$ cat src/rtl/tqvp_reg_arbiter.sv
// Two-requester arbiter onto the TinyQV peripheral register port: 3-cycle transactions (grant, access, respond), round-robin on ties.
// Optional REG_ARB_LOCK_EN: requesters can hold ownership across consecutive transactions via reqN_lock.
module tqvp_reg_arbiter #(
    parameter int ADDR_W = 4
) (
    input  logic              clk,
    input  logic              rst,
    input  logic              req0_valid,
    input  logic              req0_write,
    input  logic [ADDR_W-1:0] req0_addr,
    input  logic [7:0]        req0_wdata,
`ifdef REG_ARB_LOCK_EN
    input  logic              req0_lock,
`endif
    output logic              req0_ready,
    output logic              req0_rvalid,
    output logic [7:0]        req0_rdata,
    input  logic              req1_valid,
    input  logic              req1_write,
    input  logic [ADDR_W-1:0] req1_addr,
    input  logic [7:0]        req1_wdata,
`ifdef REG_ARB_LOCK_EN
    input  logic              req1_lock,
`endif
    output logic              req1_ready,
    output logic              req1_rvalid,
    output logic [7:0]        req1_rdata,
    output logic [ADDR_W-1:0] address,
    output logic [7:0]        data_in,
    output logic              data_write,
    input  logic [7:0]        data_out,
    output logic              busy
);

    typedef enum logic [1:0] {S_IDLE, S_ACCESS, S_RESP} state_t;

    state_t            r_state;
    logic              r_last;
    logic              r_owner;
    logic [ADDR_W-1:0] r_address;
    logic [7:0]        r_data_in;
    logic              r_data_write;
    logic              r_rvalid0;
    logic              r_rvalid1;
    logic [7:0]        r_rdata0;
    logic [7:0]        r_rdata1;

    logic w_grant0;
    logic w_grant1;
    logic w_lock_hold;
    logic w_locked;
    logic w_owner_valid;

`ifdef REG_ARB_LOCK_EN
    logic r_lock;
    logic w_owner_lock;
    assign w_locked     = r_lock;
    assign w_owner_lock = r_owner ? req1_lock : req0_lock;
`else
    assign w_locked = 1'b0;
`endif

    assign w_owner_valid = r_owner ? req1_valid : req0_valid;

    // r_last names the requester granted most recently, so the other one wins a tie.
    always_comb begin
        w_grant0    = 1'b0;
        w_grant1    = 1'b0;
        w_lock_hold = 1'b0;
        if (!rst && r_state == S_IDLE) begin
            if (w_locked && w_owner_valid) begin
                w_lock_hold = 1'b1;
                w_grant0    = !r_owner;
                w_grant1    = r_owner;
            end else if (req0_valid && req1_valid) begin
                w_grant0 = r_last;
                w_grant1 = !r_last;
            end else begin
                w_grant0 = req0_valid;
                w_grant1 = req1_valid;
            end
        end
    end

    always_ff @(posedge clk) begin
        if (rst) begin
            r_state      <= S_IDLE;
            r_last       <= 1'b1;
            r_owner      <= 1'b0;
            r_address    <= '0;
            r_data_in    <= '0;
            r_data_write <= 1'b0;
            r_rvalid0    <= 1'b0;
            r_rvalid1    <= 1'b0;
            r_rdata0     <= '0;
            r_rdata1     <= '0;
`ifdef REG_ARB_LOCK_EN
            r_lock       <= 1'b0;
`endif
        end else begin
            r_data_write <= 1'b0;
            r_rvalid0    <= 1'b0;
            r_rvalid1    <= 1'b0;
            case (r_state)
                S_IDLE: begin
`ifdef REG_ARB_LOCK_EN
                    if (!w_lock_hold)
                        r_lock <= 1'b0;
`endif
                    if (w_grant0 || w_grant1) begin
                        r_state      <= S_ACCESS;
                        r_owner      <= w_grant1;
                        r_address    <= w_grant1 ? req1_addr  : req0_addr;
                        r_data_in    <= w_grant1 ? req1_wdata : req0_wdata;
                        r_data_write <= w_grant1 ? req1_write : req0_write;
                        if (!w_lock_hold)
                            r_last <= w_grant1;
                    end
                end
                S_ACCESS: begin
                    // Captured on writes too: the peripheral still shows the pre-write value here.
                    r_state <= S_RESP;
                    if (r_owner) begin
                        r_rdata1  <= data_out;
                        r_rvalid1 <= 1'b1;
                    end else begin
                        r_rdata0  <= data_out;
                        r_rvalid0 <= 1'b1;
                    end
                end
                S_RESP: begin
                    r_state <= S_IDLE;
`ifdef REG_ARB_LOCK_EN
                    r_lock  <= w_owner_lock;
`endif
                end
                default: r_state <= S_IDLE;
            endcase
        end
    end

    assign req0_ready  = w_grant0;
    assign req1_ready  = w_grant1;
    assign req0_rvalid = r_rvalid0;
    assign req1_rvalid = r_rvalid1;
    assign req0_rdata  = r_rdata0;
    assign req1_rdata  = r_rdata1;
    assign address     = r_address;
    assign data_in     = r_data_in;
    assign data_write  = r_data_write;
    assign busy        = (r_state != S_IDLE);

endmodule

$ cat config.mk
export PLATFORM = sky130hd
export DESIGN_NAME = tqvp_reg_arbiter
export DESIGN_NICKNAME = d
export VERILOG_FILES = /design/src/rtl/tqvp_reg_arbiter.sv
export SDC_FILE = /design/constraint.sdc
export NUM_CORES = 1
export LEC_CHECK = 0
export ABC_CLOCK_PERIOD_IN_PS = 2000
export CAP_MARGIN = 30
export CORE_ASPECT_RATIO = 1.25
export CORE_UTILIZATION = 43
export DETAILED_ROUTE_END_ITERATION = 6
export HOLD_SLACK_MARGIN = 0.02
export PLACE_DENSITY_LB_ADDON = 0.1
export SLEW_MARGIN = 25
export SYNTH_ARGS = -nofsm -noshare
export SYNTH_HDL_FRONTEND = slang
export SYNTH_SLANG_ARGS = --single-unit
$ cat constraint.sdc
create_clock -name clk -period 2 [get_ports clk]
set_input_delay 0.4 -clock clk [delete_from_list [all_inputs] [get_ports clk]]
set_output_delay 0.4 -clock clk [all_outputs]
set_load 0.05 [all_outputs]
# After elaboration in Yosys (flattened, before gate mapping)

Index checks and enable logic that the tools add are counted.

Input port bits: 38
Logic and storage cells: 39
Output and inout bits: 34
Register bits: 35

Muxes and demuxes: 11
Reduce and logical (&&, ||, !) cells: 12
Bitwise gates (word level): 4
Equality and inequality tests: 2

Operator list:

| kind                                                   | count |
|---|---|
| two-way mux 8 bit                                      | 1 |
| two-way mux 1 bit                                      | 7 |
| AND reduction 2 bit                                    | 3 |
| two-way mux 4 bit                                      | 1 |
| inverter 1 bit                                         | 4 |
| case mux 2 bit (2 select lines)                        | 1 |
| OR reduction 3 bit                                     | 1 |
| == test 2 x 1 -> 1 bit (second input constant)         | 1 |
| logical AND 1 bit                                      | 2 |
| logical NOT 1 bit                                      | 2 |
| logical NOT 2 bit                                      | 1 |
| two-way mux 2 bit                                      | 1 |
| inequality test 2 x 1 -> 1 bit (second input constant) | 1 |
| nonzero test 2 bit                                     | 1 |
| OR reduction 2 bit                                     | 1 |
| logical OR 1 bit                                       | 1 |

# Depth between registers and ports, before layout

Word-level depth: 6
Depth in mapped cells: 6
Mapped depth without buffers: 4

# Worst setup path after synthesis

Ideal clock, no wire load.

Kind: in2out
From: in rst
To: out req0_ready
Path buffers: 3
Arrival: 1.762 ns
Path slack: -0.162 ns
Cell stages on the path: 5
Cell sequence: buf_6 or3_1 buf_6 buf_8 nor2_1

Word-level cells in the longest chain between the ends: 3

RTL lines:

| element           | RTL line | text |
|---|---|---|
| from (decl)       | 7        | `input logic rst,` |
| logical NOT 1 bit | 70       | `if (!rst && r_state == S_IDLE) begin` |
| logical AND 1 bit | 70       |  |
| two-way mux 1 bit | 70       |  |
| to (decl)         | 15       | `output logic req0_ready,` |

No other way between the ends.

# Final worst setup path

From: in req1_valid
To: out req1_ready

Word-level cells in the longest chain between the ends: 3

RTL lines:

| element             | RTL line | text |
|---|---|---|
| from (decl)         | 18       | `input logic req1_valid,` |
| logical AND 1 bit   | 75       | `end else if (req0_valid && req1_valid) begin` |
| two-way mux 1 bit * | 75       |  |
| two-way mux 1 bit * | 70       |  |
| to (decl)           | 25       | `output logic req1_ready,` |

Mark *: on every way between the ends. The rest lies on a longest branch, timed or not.

==> out/metrics.csv <==
metric,value,unit
status,"finished, final reports clean",
syn_avg_cell_area,9.68,sq um
hold_buffers,0,
vias,1425,
clock-sinks,35,
design_area,0.00229,sq mm
routed_wl,3800,um
netSwitchingFraction,32.2,%
intPower,1.19,mW
nets,263,
power.density,764,mW/mm^2
routedWlPerCell,14.5,um
cts_htree_levels,2,
cp.required,1.60,ns
crit_arrival,1.51,ns
post_dp_cell_area,0.00221,sq mm
skew,0.00195,ns
maxSlewViolCount,0,
finalSetupViolCount,0,
worst_pin_slew,0.565,ns
io_pins,72,
mappedNetlistArea,0.00150,sq mm
io_buffers,71,
drt_iter0_markers,52,
cp-start-kind,input pin,
n_antenna_cell,0,
grt_pass1_wl,5780,um
die_area,0.00373,sq mm
fin_util,69.8,%
crit_path_max_fanout,5,
p_sw,0.564,mW
grt_pass1_vias,1333,
ys_seq_area_share,46.7,%
netlist_instances,155,
post-cts-setup-buffers,0,
holdWs,0.497,ns
worstSetupEndpointType,primary output,
cts_tree,yes,
grt_max_degree,26,
numCtsBuffers,5,
clock_path_buffers,2,
postRouteAntennaNets,0,
p_clk_share,27.7,%
min_period,1.91,ns
worst_r2r_path_depth,4,
drive_gt1_share,10.6,%
clockRootBuffer,clkbuf_8,
dp.cells,255,
synth.ff_latch_count,35,
die_w,54.8,um
cap_violations,0,
drc,0,
post_cts_resized,0,
dr.pass1.iters,4,
fin_tns_setup,0,ns
worst_skew_pair.late_latency,0.28,ns
min_delay_path_depth,2,
place_congestion,0.876,
grt_overflow,0,
hpwl,2720,um
p_comb_share,28.4,%
antenna_found_initial,0,
track_usage,21.7,%
fillers,259,
clk_pin_slew,0.07,ns
peakVddDrop,0.525,mV
syn_nets,193,
yosysWarnings,0,
p_leak,0.894,nW
ys_types,28,
slew_headroom,62.2,%
die_h,68.0,um
rows,23,
coreArea,0.00328,sq mm
hold_viol,0,
viasPerCell,5.42,
max_freq,525,MHz
hold_class,flip-flop to flip-flop,
rsz0062_at_grt,false,
initial_utilization,45.7,%
area_delta_synth_final,52.7,%
fin_cells,263,
period_share,95.3,%
worstSetupPathType,input pin to primary output,
pwr-share-seq,44.0,%
-- cell usage after synthesis, drive strengths merged --
| library cell | count | area [sq um] |
|---|---|---|
| a211o | 1 | 8.76 |
| a21bo | 1 | 10.0 |
| a21boi | 2 | 18.8 |
| a21oi | 13 | 65.1 |
| a311oi | 12 | 105 |
| buf | 9 | 88.8 |
| clkbuf | 4 | 22.5 |
| dfxtp | 35 | 701 |
| dlygate4sd1 | 1 | 8.76 |
| inv | 3 | 11.3 |
| mux2i | 16 | 160 |
| nand2 | 2 | 7.51 |
| nand3 | 13 | 65.1 |
| nand3b | 1 | 7.51 |
| nor2 | 21 | 95.1 |
| nor2b | 1 | 6.26 |
| nor3 | 1 | 16.3 |
| nor3b | 2 | 15.0 |
| o21ai | 15 | 75.1 |
| or2 | 1 | 6.26 |
| or3 | 1 | 6.26 |
-- state kept, by name, indices dropped and copies added, names as in the netlist --
register / count
address: 4
data_in: 8
r_last: 1
r_owner: 1
req1_rdata: 8
data_write: 1
req0_rvalid: 1
req1_rvalid: 1
r_state: 2
req0_rdata: 8
-- metal layers --
layer	track usage (%)	vias up	wire [um]	share of wire, %
li1	-	695	-	-
met1	23.6	658	1490	39
met2	36.3	61	1910	50
met3	8.22	11	316	8.3
met4	9.94	0	85	2.2
met5	0	-	0	0
-- path summary, 6_finish.rpt --
path	start	endpoint	slack (ns)
max	req1_valid	req1_ready	0.09
min	req1_rdata[1]	req1_rdata[1]	0.50
max reg2reg	r_state[0]	data_in[2]	0.48
min reg2reg	req1_rdata[1]	req1_rdata[1]	0.50
-- critical path, cell delays in order --
cell and delay (ns):
clkdlybuf4s50_1 0.55, a21boi_2 0.21, nand2_1 0.08, inv_1 0.12
buf_12 0.15
-- power groups by stage --
| stage | Sequential, mW | Combinational [mW] | Clock (mW) |
|---|---|---|---|
| final | 0.770 | 0.497 | 0.484 |
| after global routing | 0.775 | 0.527 | 0.529 |
| after CTS | 0.771 | 0.499 | 0.496 |
| after detailed placement | 0.786 | 0.497 | 0 |
| after global placement | 0.783 | 0.489 | 0 |
| after floorplan | 0.913 | 0.187 | 0 |
-- layout make-up --
cell class              instances  area, sq um  area share [%]
well taps                      37         46.3            2.02
inverters                       3         11.3           0.492
clock inverters                 3         15.0           0.655
clock buffers                   5         68.8            3.00
flip-flops and latches         35          701            30.6
multi-input cells             103          676            29.5
repair buffers                 77          773            33.8
-- per-stage QoR --
stage,power [mW],setup slack (ns)
3_3_place_gp,1.27,0.101
2_1_floorplan,1.10,0.0651
5_1_grt,1.83,0.0457
3_5_place_dp,1.28,0.0393
6_report,1.75,0.0942
4_1_cts,1.77,0.0807
-- cell usage in the layout (no fill, tap or decap), drive strengths merged --
| master | synthesis | final |
|---|---|---|
| inv | 3 | 3 |
| nand2 | 2 | 2 |
| nor3b | 2 | 2 |
| clkbuf | 4 | 5 |
| o21ai | 15 | 15 |
| a311oi | 12 | 12 |
| clkdlybuf4s50 | 0 | 68 |
| a211o | 1 | 1 |
| buf | 9 | 9 |
| nor2b | 1 | 1 |
| nand3 | 13 | 13 |
| a21boi | 2 | 2 |
| nand3b | 1 | 1 |
| clkinv | 0 | 3 |
| or3 | 1 | 1 |
| nor3 | 1 | 1 |
| nor2 | 21 | 21 |
| mux2i | 16 | 16 |
| a21bo | 1 | 1 |
| a21oi | 13 | 13 |
| or2 | 1 | 1 |
| dfxtp | 35 | 35 |
-- cell families (layout without fill, tap and decap cells) --
family	Yosys count	in the layout	synth area share [%]
AOI/OAI and AO/OA	44	44	18.8
and+or+nand+nor	43	43	15.0
DFF	35	35	46.7
buffers and inverters	17	88	8.76
muxes	16	16	10.7
No activity file was read; power rests on OpenSTA's default activity.
